===== src/rtl/edu_input_conditioner.sv =====
// edu_input_conditioner: synchronise, debounce and edge-strobe board switches and push buttons
module edu_input_conditioner #(
  parameter int SW_W = 8,
  parameter int BTN_W = 4,
  parameter int TICK_DIV = 50000,
  parameter int STABLE_TICKS = 10
) (
  input  logic             clk,
  input  logic             rst,
  input  logic [SW_W-1:0]  switch_raw,
  input  logic [BTN_W-1:0] push_btn_raw,
  output logic [SW_W-1:0]  switch,
  output logic [BTN_W-1:0] push_btn,
  output logic [BTN_W-1:0] btn_press,
  output logic [BTN_W-1:0] btn_release,
  output logic             sw_changed,
  output logic             tick
);
  localparam int N = SW_W + BTN_W;
  localparam int PW = TICK_DIV > 1 ? $clog2(TICK_DIV) : 1;
  localparam int CW = $clog2(STABLE_TICKS) + 1;
  localparam logic [PW-1:0] P_LAST = PW'(TICK_DIV - 1);
  localparam logic [CW-1:0] C_LAST = CW'(STABLE_TICKS - 1);
  logic [N-1:0] s1, s, q, q_n;
  logic [PW-1:0] cnt, cnt_n;
  logic [CW-1:0] c [N];
  logic [CW-1:0] c_n [N];
  always_comb begin
    cnt_n = cnt == P_LAST ? '0 : cnt + PW'(1);
    q_n = q;
    for (int i = 0; i < N; i++) begin
      q_n[i] = tick && s[i] != q[i] && c[i] == C_LAST ? s[i] : q[i];
      c_n[i] = !tick ? c[i] : (s[i] == q[i] || c[i] == C_LAST) ? '0 : c[i] + CW'(1);
    end
  end
  always_ff @(posedge clk or posedge rst) begin
    if (rst) begin
      s1 <= '0;
      s <= '0;
      q <= '0;
      c <= '{default: '0};
      cnt <= '0;
      tick <= 1'b0;
      btn_press <= '0;
      btn_release <= '0;
      sw_changed <= 1'b0;
    end else begin
      s1 <= {push_btn_raw, switch_raw};
      s <= s1;
      q <= q_n;
      c <= c_n;
      cnt <= cnt_n;
      tick <= cnt_n == P_LAST;
      btn_press <= q_n[N-1:SW_W] & ~q[N-1:SW_W];
      btn_release <= ~q_n[N-1:SW_W] & q[N-1:SW_W];
      sw_changed <= |(q_n[SW_W-1:0] ^ q[SW_W-1:0]);
    end
  end
  assign switch = q[SW_W-1:0];
  assign push_btn = q[N-1:SW_W];
endmodule

===== config.mk =====
export PLATFORM = sky130hd
export DESIGN_NAME = edu_input_conditioner
export DESIGN_NICKNAME = d
export VERILOG_FILES = /design/src/rtl/edu_input_conditioner.sv
export SDC_FILE = /design/constraint.sdc
export NUM_CORES = 1
export LEC_CHECK = 0
export CORE_MARGIN = 1.5
export CORE_UTILIZATION = 49
export DETAILED_ROUTE_END_ITERATION = 10
export DONT_BUFFER_PORTS = 1
export PLACE_DENSITY = 0.75
export SLEW_MARGIN = 5
export SYNTH_ARGS = -nofsm -noshare
export SYNTH_HDL_FRONTEND = slang
export SYNTH_SLANG_ARGS = --single-unit
export TNS_END_PERCENT = 50

===== constraint.sdc =====
create_clock -name clk -period 4.9 [get_ports clk]
set_clock_uncertainty 0.1 [all_clocks]
set_input_delay 0.98 -clock clk [delete_from_list [all_inputs] [get_ports clk]]
set_output_delay 0.98 -clock clk [all_outputs]
set_load 0.02 [all_outputs]

==> After elaboration in Yosys (flattened, before gate mapping) <==
Cells that the tools add are included.
{ "op_classes": {"n_addsub": 13, "n_eq_ne": 38, "mux": 25, "bitwise": 5, "reduce_logical": 37} }
{ "op_table": {"columns": ["operator", "n"], "rows": [
  ["$add 5x1->5 const B", 12],
  ["$eq 5x4->1 const B", 12],
  ["$mux 5", 12],
  ["$eq 16x16->1 const B", 2],
  ["$logic_and 1x1->1", 24],
  ["$add 16x1->16 const B", 1],
  ["$mux 16", 1],
  ["$eq 1x1->1", 12],
  ["$logic_or 1x1->1", 12],
  ["$mux 1", 12],
  ["$ne 1x1->1", 12],
  ["$and 4x4->4", 2],
  ["$not 4->4", 2],
  ["$reduce_or 8->1", 1],
  ["$xor 8x8->8", 1]
]} }
{ "word_totals": {"ff_bits": 122, "in_bits": 14, "output_inout_bits": 22, "elab_cells": 138} }

==> Depth between registers and ports, before layout <==
Gate-level depths: netlist of run 1.
{ "depth": {"depth_word": 6, "ltp_mapped": 7, "mapped_depth_nobuf": 7} }

==> Least setup slack after synthesis of run 1 <==
No wires, ideal clock.
{ "synth_timing": {"kind": "register to register", "startpoint": "register cnt[0]", "endpoint": "register tick", "setup_ps": 68, "arrival_ps": 1667, "slack_ps": 3066, "path_stages_with_launch": 7, "n_path_buf": 0, "path_cell_list": "dfrtp_1 -> ha_1 -> nand3_2 -> nor3_2 -> and3_2 -> o2111a_1 -> and4_1"} }
{ "synth_via": {"elab_chain_cells": 3, "elab_cells_between_ends": 4} }
{ "synth_rtl": {"columns": ["element", "line_no", "text"], "rows": [
  ["start: declaration", "25", "logic [PW-1:0] cnt, cnt_n;"],
  ["start signal: assignment", "52", "cnt <= cnt_n;"],
  ["$add 16x1->16 / $eq 16x16->1 (equally long branches)", "29", "cnt_n = cnt == P_LAST ? '0 : cnt + PW'(1);"],
  ["$mux 16 *", "29", null],
  ["$eq 16x16->1 *", "53", "tick <= cnt_n == P_LAST;"],
  ["end signal: assignment", "43", "tick <= 1'b0;"],
  ["end signal: assignment", "53", null],
  ["end: declaration", "17", "output logic tick"]
]} }
Every way passes the cells marked *; elsewhere a longest branch is shown, timed or not.
A chain may end at the register's enable or synchronous reset.

==> Worst setup path after layout of run 1 <==
{ "layout_timing": {"startpoint": "register tick", "endpoint": "register q[0]"} }
{ "layout_via": {"elab_chain_cells": 3} }
{ "layout_rtl": {"columns": ["element", "line_no", "text"], "rows": [
  ["$logic_and 1x1->1 (2 in a row)", "32", "q_n[i] = tick && s[i] != q[i] && c[i] == C_LAST ? s[i] : q[i];"],
  ["$mux 1", "32", null],
  ["net q_n[0]", "24", "logic [N-1:0] s1, s, q, q_n;"],
  ["end signal: assignment", "50", "q <= q_n;"],
  ["end: declaration", "24", null]
]} }
The timed path passes the listed nets, and every way through them passes these cells.

==> results of run 1 <==
[worst max-delay path by stage]
stage          start      endpoint  slack (ns)
3_3_place_gp    tick          q[1]        2.52
2_1_floorplan    rst  btn_press[0]        0.58
5_1_grt         tick          q[0]        2.32
6_report        tick          q[0]        2.47
3_5_place_dp    tick          q[1]        2.47
4_1_cts         tick          q[1]        2.46
[registers in the layout, indices dropped and copies added (netlist names)]
| register | flops |
|---|---|
| c | 60 |
| cnt | 16 |
| q | 12 |
| s1 | 12 |
| s | 12 |
| btn_press | 4 |
| btn_release | 4 |
| sw_changed | 1 |
| tick | 1 |
[Yosys cell counts (7+ instances only)]
cell	count	area (sq um)
dfrtp_1	122	3050
nor2_1	52	195
nand2_1	45	169
xor2_1	28	245
ha_1	25	313
o21ai_0	24	120
inv_1	22	82.6
xnor2_1	20	175
mux2_2	17	191
nand3_1	16	80.1
nand4_1	15	93.8
nand2b_1	14	87.6
o22ai_1	12	75.1
nor3b_1	10	75.1
and3_1	8	50.1
a21oi_1	7	35.0
nand3b_1	7	52.6
[power breakdown]
group / internal, W / switching [W]
clock network: 0.000824 / 0.000434
logic: 0.00000613 / 0.0000261
registers: 0.00102 / 0.00000529
total: 0.00185 / 0.000466
[logic make-up after synthesis]
group                    synth area share
adder cells (fa/ha/maj)            0.0553
AO/OA/AOI/OAI                      0.0775
multiplexers                       0.0356
AND/OR/NAND/NOR                     0.191
buffers and inverters              0.0263
XOR/XNOR                           0.0744
flip-flops                          0.540
[layout by cell type (no fill, tap or decap), types with 10 or more instances in the layout]
master and count:
nand4_1 15, clkbuf_16 17, nand3_1 16, xor2_1 28, nand2_1 45, o21ai_0 24, nor2_1 52, ha_1 25
nand2b_1 14, o22ai_1 12, inv_1 21, mux2_2 17, nor3b_1 10, xnor2_1 20, dfrtp_1 121
[per-stage QoR]
stage / instance area (sq um) / util / setup WS [ns] / total power [W]
finish: 6400 / 0.565 / 2.47 / 0.00231
global route: 6400 / 0.565 / 2.32 / 0.00240
CTS: 6400 / 0.565 / 2.46 / 0.00235
detailed placement: 5790 / 0.512 / 2.47 / 0.00108
global placement: 5790 / 0.512 / 2.52 / 0.00107
floorplan: 5650 / - / 0.577 / 0.00106
[area by class of cell]
cell class / instances / area, sq um / share of cell area
timing repair buffer: 3 / 22.5 / 0.00352
clock inverter: 11 / 144 / 0.0225
multi-input combinational: 361 / 2450 / 0.383
sequential: 122 / 3050 / 0.478
tap: 143 / 179 / 0.0280
inverter: 22 / 85.1 / 0.0133
clock buffer: 21 / 460 / 0.0720
[per-layer routing]
| metal | vias up | GRT usage | wire [microns] |
|---|---|---|---|
| met1 | 1795 | 0.215 | 4280 |
| met4 | 0 | 0.0778 | 168 |
| met3 | 14 | 0.0620 | 425 |
| li1 | 1821 | - | - |
| met2 | 60 | 0.279 | 4620 |
| met5 | - | 0 | 0 |
==> results.cfg, run 1 <==
[sta]
fin_crit_sh = 0.497
max_freq_mhz = 411
fin_setup_tns_ns = 0
finalCriticalPeriod_ns = 2.43
finalHoldViolCount = 0
setup_viol = 0
rsz0062_at_grt = false
hold_slack_ns = 0.246
tightest_slew_ns = 0.806
drv_slew = 0
relSlewSlack = 0.463

[hold_path]
hp-start = s1[10]
hold_class = flop to flop
worstHoldEndpoint = s[10]
whs_path_depth = 0

[clock_tree]
cts_setup_buffers = 0
cts_tree = built
cts_resized = 0
clockRootBuffer = clkbuf_16
hold_buffers = 0
clock_latency_ns = 0.41
cts_made_buffers = 17
htreeDepth = 4
cts_buffer_depth = 2
clock_sinks = 122
clk_pin_slew_ns = 0.05

[global_route]
grt_pass1_vias = 3838
grtUsageTotal = 0.175
grt_overflow = 0
antenna_found_initial = 0
grt_max_degree = 62
grt_first_pass_wirelength_mm = 17.3

[setup_path]
path_cells = buf_4 > nor3b_1 > mux2_2
r2r_start = tick
path_class = flop to flop
cp.depth = 3
crit_path_start_kind = flop
crit_family = flip-flops
rrSetupSlack_ns = 2.47
critical_path.max_fanout = 61
critPathCaptureType = flop
r2r_end = q[0]
critPathBufInv = 1
reg2reg_depth = 3
critPathMaxStageDelay_ns = 0.89
arrival_ns = 2.63
crit_slowest_cell = dfrtp_2
crit_required_ns = 5.09

[layout]
diodes = 0
area_growth_syn_to_layout_pct = 13.1
fin_cells = 683
fin_nets = 566
fillers = 906
drive_above_1_share = 0.117

[pwr]
vdd_ir_drop_max_mv = 0.295
power_density_mw_per_mm2 = 362
p_leak_nw = 2.88

[placed_design]
dp.cells = 651
numPortBuffers = 0
dp_hpwl_mm = 6.37
place.gp.congestion = 0.826

[drt]
drc = 0
first_pass_iters = 4
vias = 3690
viasPerCell = 5.40
routed_wl_mm = 9.50
drt_first_iter_violations = 243
antenna_left = 0
routedWlPerCell_microns = 13.9

[floorplanning]
die_x_microns = 110
ios = 36
coreArea_sq_mm = 0.0113
fp.dieH_microns = 110
dieArea_sq_mm = 0.0122
start_util = 0.499
rows = 39

[synthesis]
netlist_area_sq_mm = 0.00565
syn_nets = 558
synthArstFlopShare = 1.00
yosys_warnings = 0
ys.flop_type = dfrtp_1
syn_inst = 519
ys_types = 50
synth_seq_area_share = 0.540
syn-mean-instance-area_sq_um = 10.9
synth-seq-cells = 122
synth-edff-count = 0

[job]
cap_violations = 0

[run_status]
status = complete, no violations
Note: power is estimated with default switching activity, not from simulation.
==> run 2: changes to the inputs <==
--- a/config.mk
+++ b/config.mk
@@ -9,7 +9,7 @@
 export CORE_UTILIZATION = 49
 export DETAILED_ROUTE_END_ITERATION = 10
 export DONT_BUFFER_PORTS = 1
-export PLACE_DENSITY = 0.75
+export PLACE_DENSITY = 0.77
 export SLEW_MARGIN = 5
 export SYNTH_ARGS = -nofsm -noshare
 export SYNTH_HDL_FRONTEND = slang
==> constraint.sdc (replaced) <==
create_clock -name clk -period 2.2 [get_ports clk]
set_clock_uncertainty 0.1 [all_clocks]
set_input_delay 0.44 -clock clk [delete_from_list [all_inputs] [get_ports clk]]
set_output_delay 0.44 -clock clk [all_outputs]
set_load 0.02 [all_outputs]
==> run 2 against run 1 <==
Core utilization grew 1.3 points. Critical path depth grew 3. Total power grew 120%. Global-route usage grew 0.25 points. Critical path type unchanged. Highest routed layer unchanged.
==> results.cfg, run 2 (same netlist as run 1, synthesis figures left out) <==
[drt]
drt_first_iter_violations = 184
vias = 3786
antenna_left = 0
viasPerCell = 5.41
drc = 0
routed_wl_mm = 9.86
first_pass_iters = 4
routedWlPerCell_microns = 14.1

[run_status]
status = complete, no violations

[sta]
relSlewSlack = 0.560
fin_crit_sh = 0.924
hold_slack_ns = 0.246
max_freq_mhz = 492
finalCriticalPeriod_ns = 2.03
finalHoldViolCount = 0
setup_viol = 0
drv_slew = 0
tightest_slew_ns = 0.659

[placed_design]
numPortBuffers = 0
dp_hpwl_mm = 6.36
place.gp.congestion = 0.813
dp.cells = 655

[global_route]
antenna_found_initial = 0
grt_pass1_vias = 3851
grt_first_pass_wirelength_mm = 17.5
grtUsageTotal = 0.178
grt_max_degree = 97
grt_overflow = 0

[floorplanning]
ios = 36
die_x_microns = 110
coreArea_sq_mm = 0.0113
start_util = 0.499
dieArea_sq_mm = 0.0122
rows = 39
fp.dieH_microns = 110

[pwr]
comb_power_share = 0.019
power_density_mw_per_mm2 = 768
intPower_w = 0.00399
clkPwrFrac = 0.528
sequentialPowerShare = 0.454
switching_power_w = 0.00104
swShare = 0.206
vdd_ir_drop_max_mv = 0.747
p_leak_nw = 2.94

[clock_tree]
clockRootBuffer = clkbuf_16
clock_sinks = 122
cts_buffer_depth = 2
htreeDepth = 4
cts_setup_buffers = 0
cts_tree = built
clock_latency_ns = 0.41
cts_made_buffers = 17
clk_pin_slew_ns = 0.05

[setup_path]
crit_required_ns = 2.44
critical_path.max_fanout = 8
crit_path_start_kind = flop
critPathCaptureType = flop
path_class = flop to flop
reg2reg_depth = 6
r2r_end = tick
r2r_start = cnt[0]
arrival_ns = 2.27
rrSetupSlack_ns = 0.17

[layout]
final_common_cell = dfrtp_1
largest_registers = c (60), cnt (16)
area_growth_syn_to_layout_pct = 15.7
largest-register = c
fillers = 883
fin_nets = 583
seq_area_sq_mm = 0.00305
diodes = 0
multi_input_area_sq_mm = 0.00245
largest_reg_flops = 60
drive_above_1_share = 0.120
final_cell_mix = 121 x dfrtp_1, 52 x nor2_1, 45 x nand2_1, 28 x xor2_1
final_core_util = 0.578
fin_cells = 700

[hold_path]
hp-start = s1[5]
hold_class = flop to flop
worstHoldEndpoint = s[5]
whs_path_depth = 0

[job]
cap_violations = 0
## run 2: cell count changes in the layout (fill, tap and decap cells not counted), sizes merged
cell         delta
buf             +4
dlygate4sd3    +13
clkinv          +2
bufinv          -1
clkinvlp        +1
inv             -2
## run 2: critical path, cell delays in order (launching register included)
cell and delay [ns]:
dfrtp_1 0.46, ha_2 0.28, nand3_2 0.20, nor3_2 0.32
and3_2 0.23, o2111a_1 0.18, and4_1 0.18
## run 2: through the flow
step,setup slack (ns),power (W),area (sq um),setup TNS [ns]
3_5_place_dp,0.152,0.00240,5840,0
4_1_cts,0.125,0.00509,6540,0
6_report,0.168,0.00503,6540,0
5_1_grt,-0.00193,0.00521,6540,-0.00193
3_3_place_gp,0.258,0.00239,5840,0
2_1_floorplan,0.163,0.00237,5660,0
## run 2: how the worst max path moves through the flow
stage | start | endpoint | slack [ns] | depth (start not counted)
floorplan | rst | btn_press[0] | 0.16 | 1
global placement | cnt[0] | tick | 0.26 | 6
detailed placement | cnt[0] | tick | 0.15 | 6
CTS | cnt[0] | tick | 0.12 | 6
global route | cnt[0] | tick | -0.002 | 6
finish | cnt[0] | tick | 0.17 | 6
## run 2: layer usage
layer	up-vias	track usage	part of all wire
li1	1856	-	-
met1	1850	0.217	0.45
met2	68	0.288	0.50
met3	12	0.0609	0.037
met4	0	0.0752	0.015
met5	-	0	0
## run 2: timing repair
action                                  4_1_cts  5_1_grt
hold endpoints to repair                     21        0
resized for setup                             0        1
endpoints found under the setup margin        0        1
hold buffers                                 13        0
## run 2: area by class of cell
type                            instances  share of cell area
Clock buffer                           21              0.0689
Inverter                               22              0.0132
Clock inverter                         11              0.0187
Timing Repair Buffer                   20              0.0298
Sequential cell                       122               0.467
Multi-Input combinational cell        361               0.375
Tap cell                              143              0.0274
## run 2: power groups by stage
stage | logic, W | clock network [W] | registers (W)
global placement | 0.0000758 | 0 | 0.00232
detailed placement | 0.0000774 | 0 | 0.00232
finish | 0.0000936 | 0.00265 | 0.00228
floorplan | 0.0000552 | 0 | 0.00232
global route | 0.000109 | 0.00282 | 0.00228
CTS | 0.0000970 | 0.00272 | 0.00228
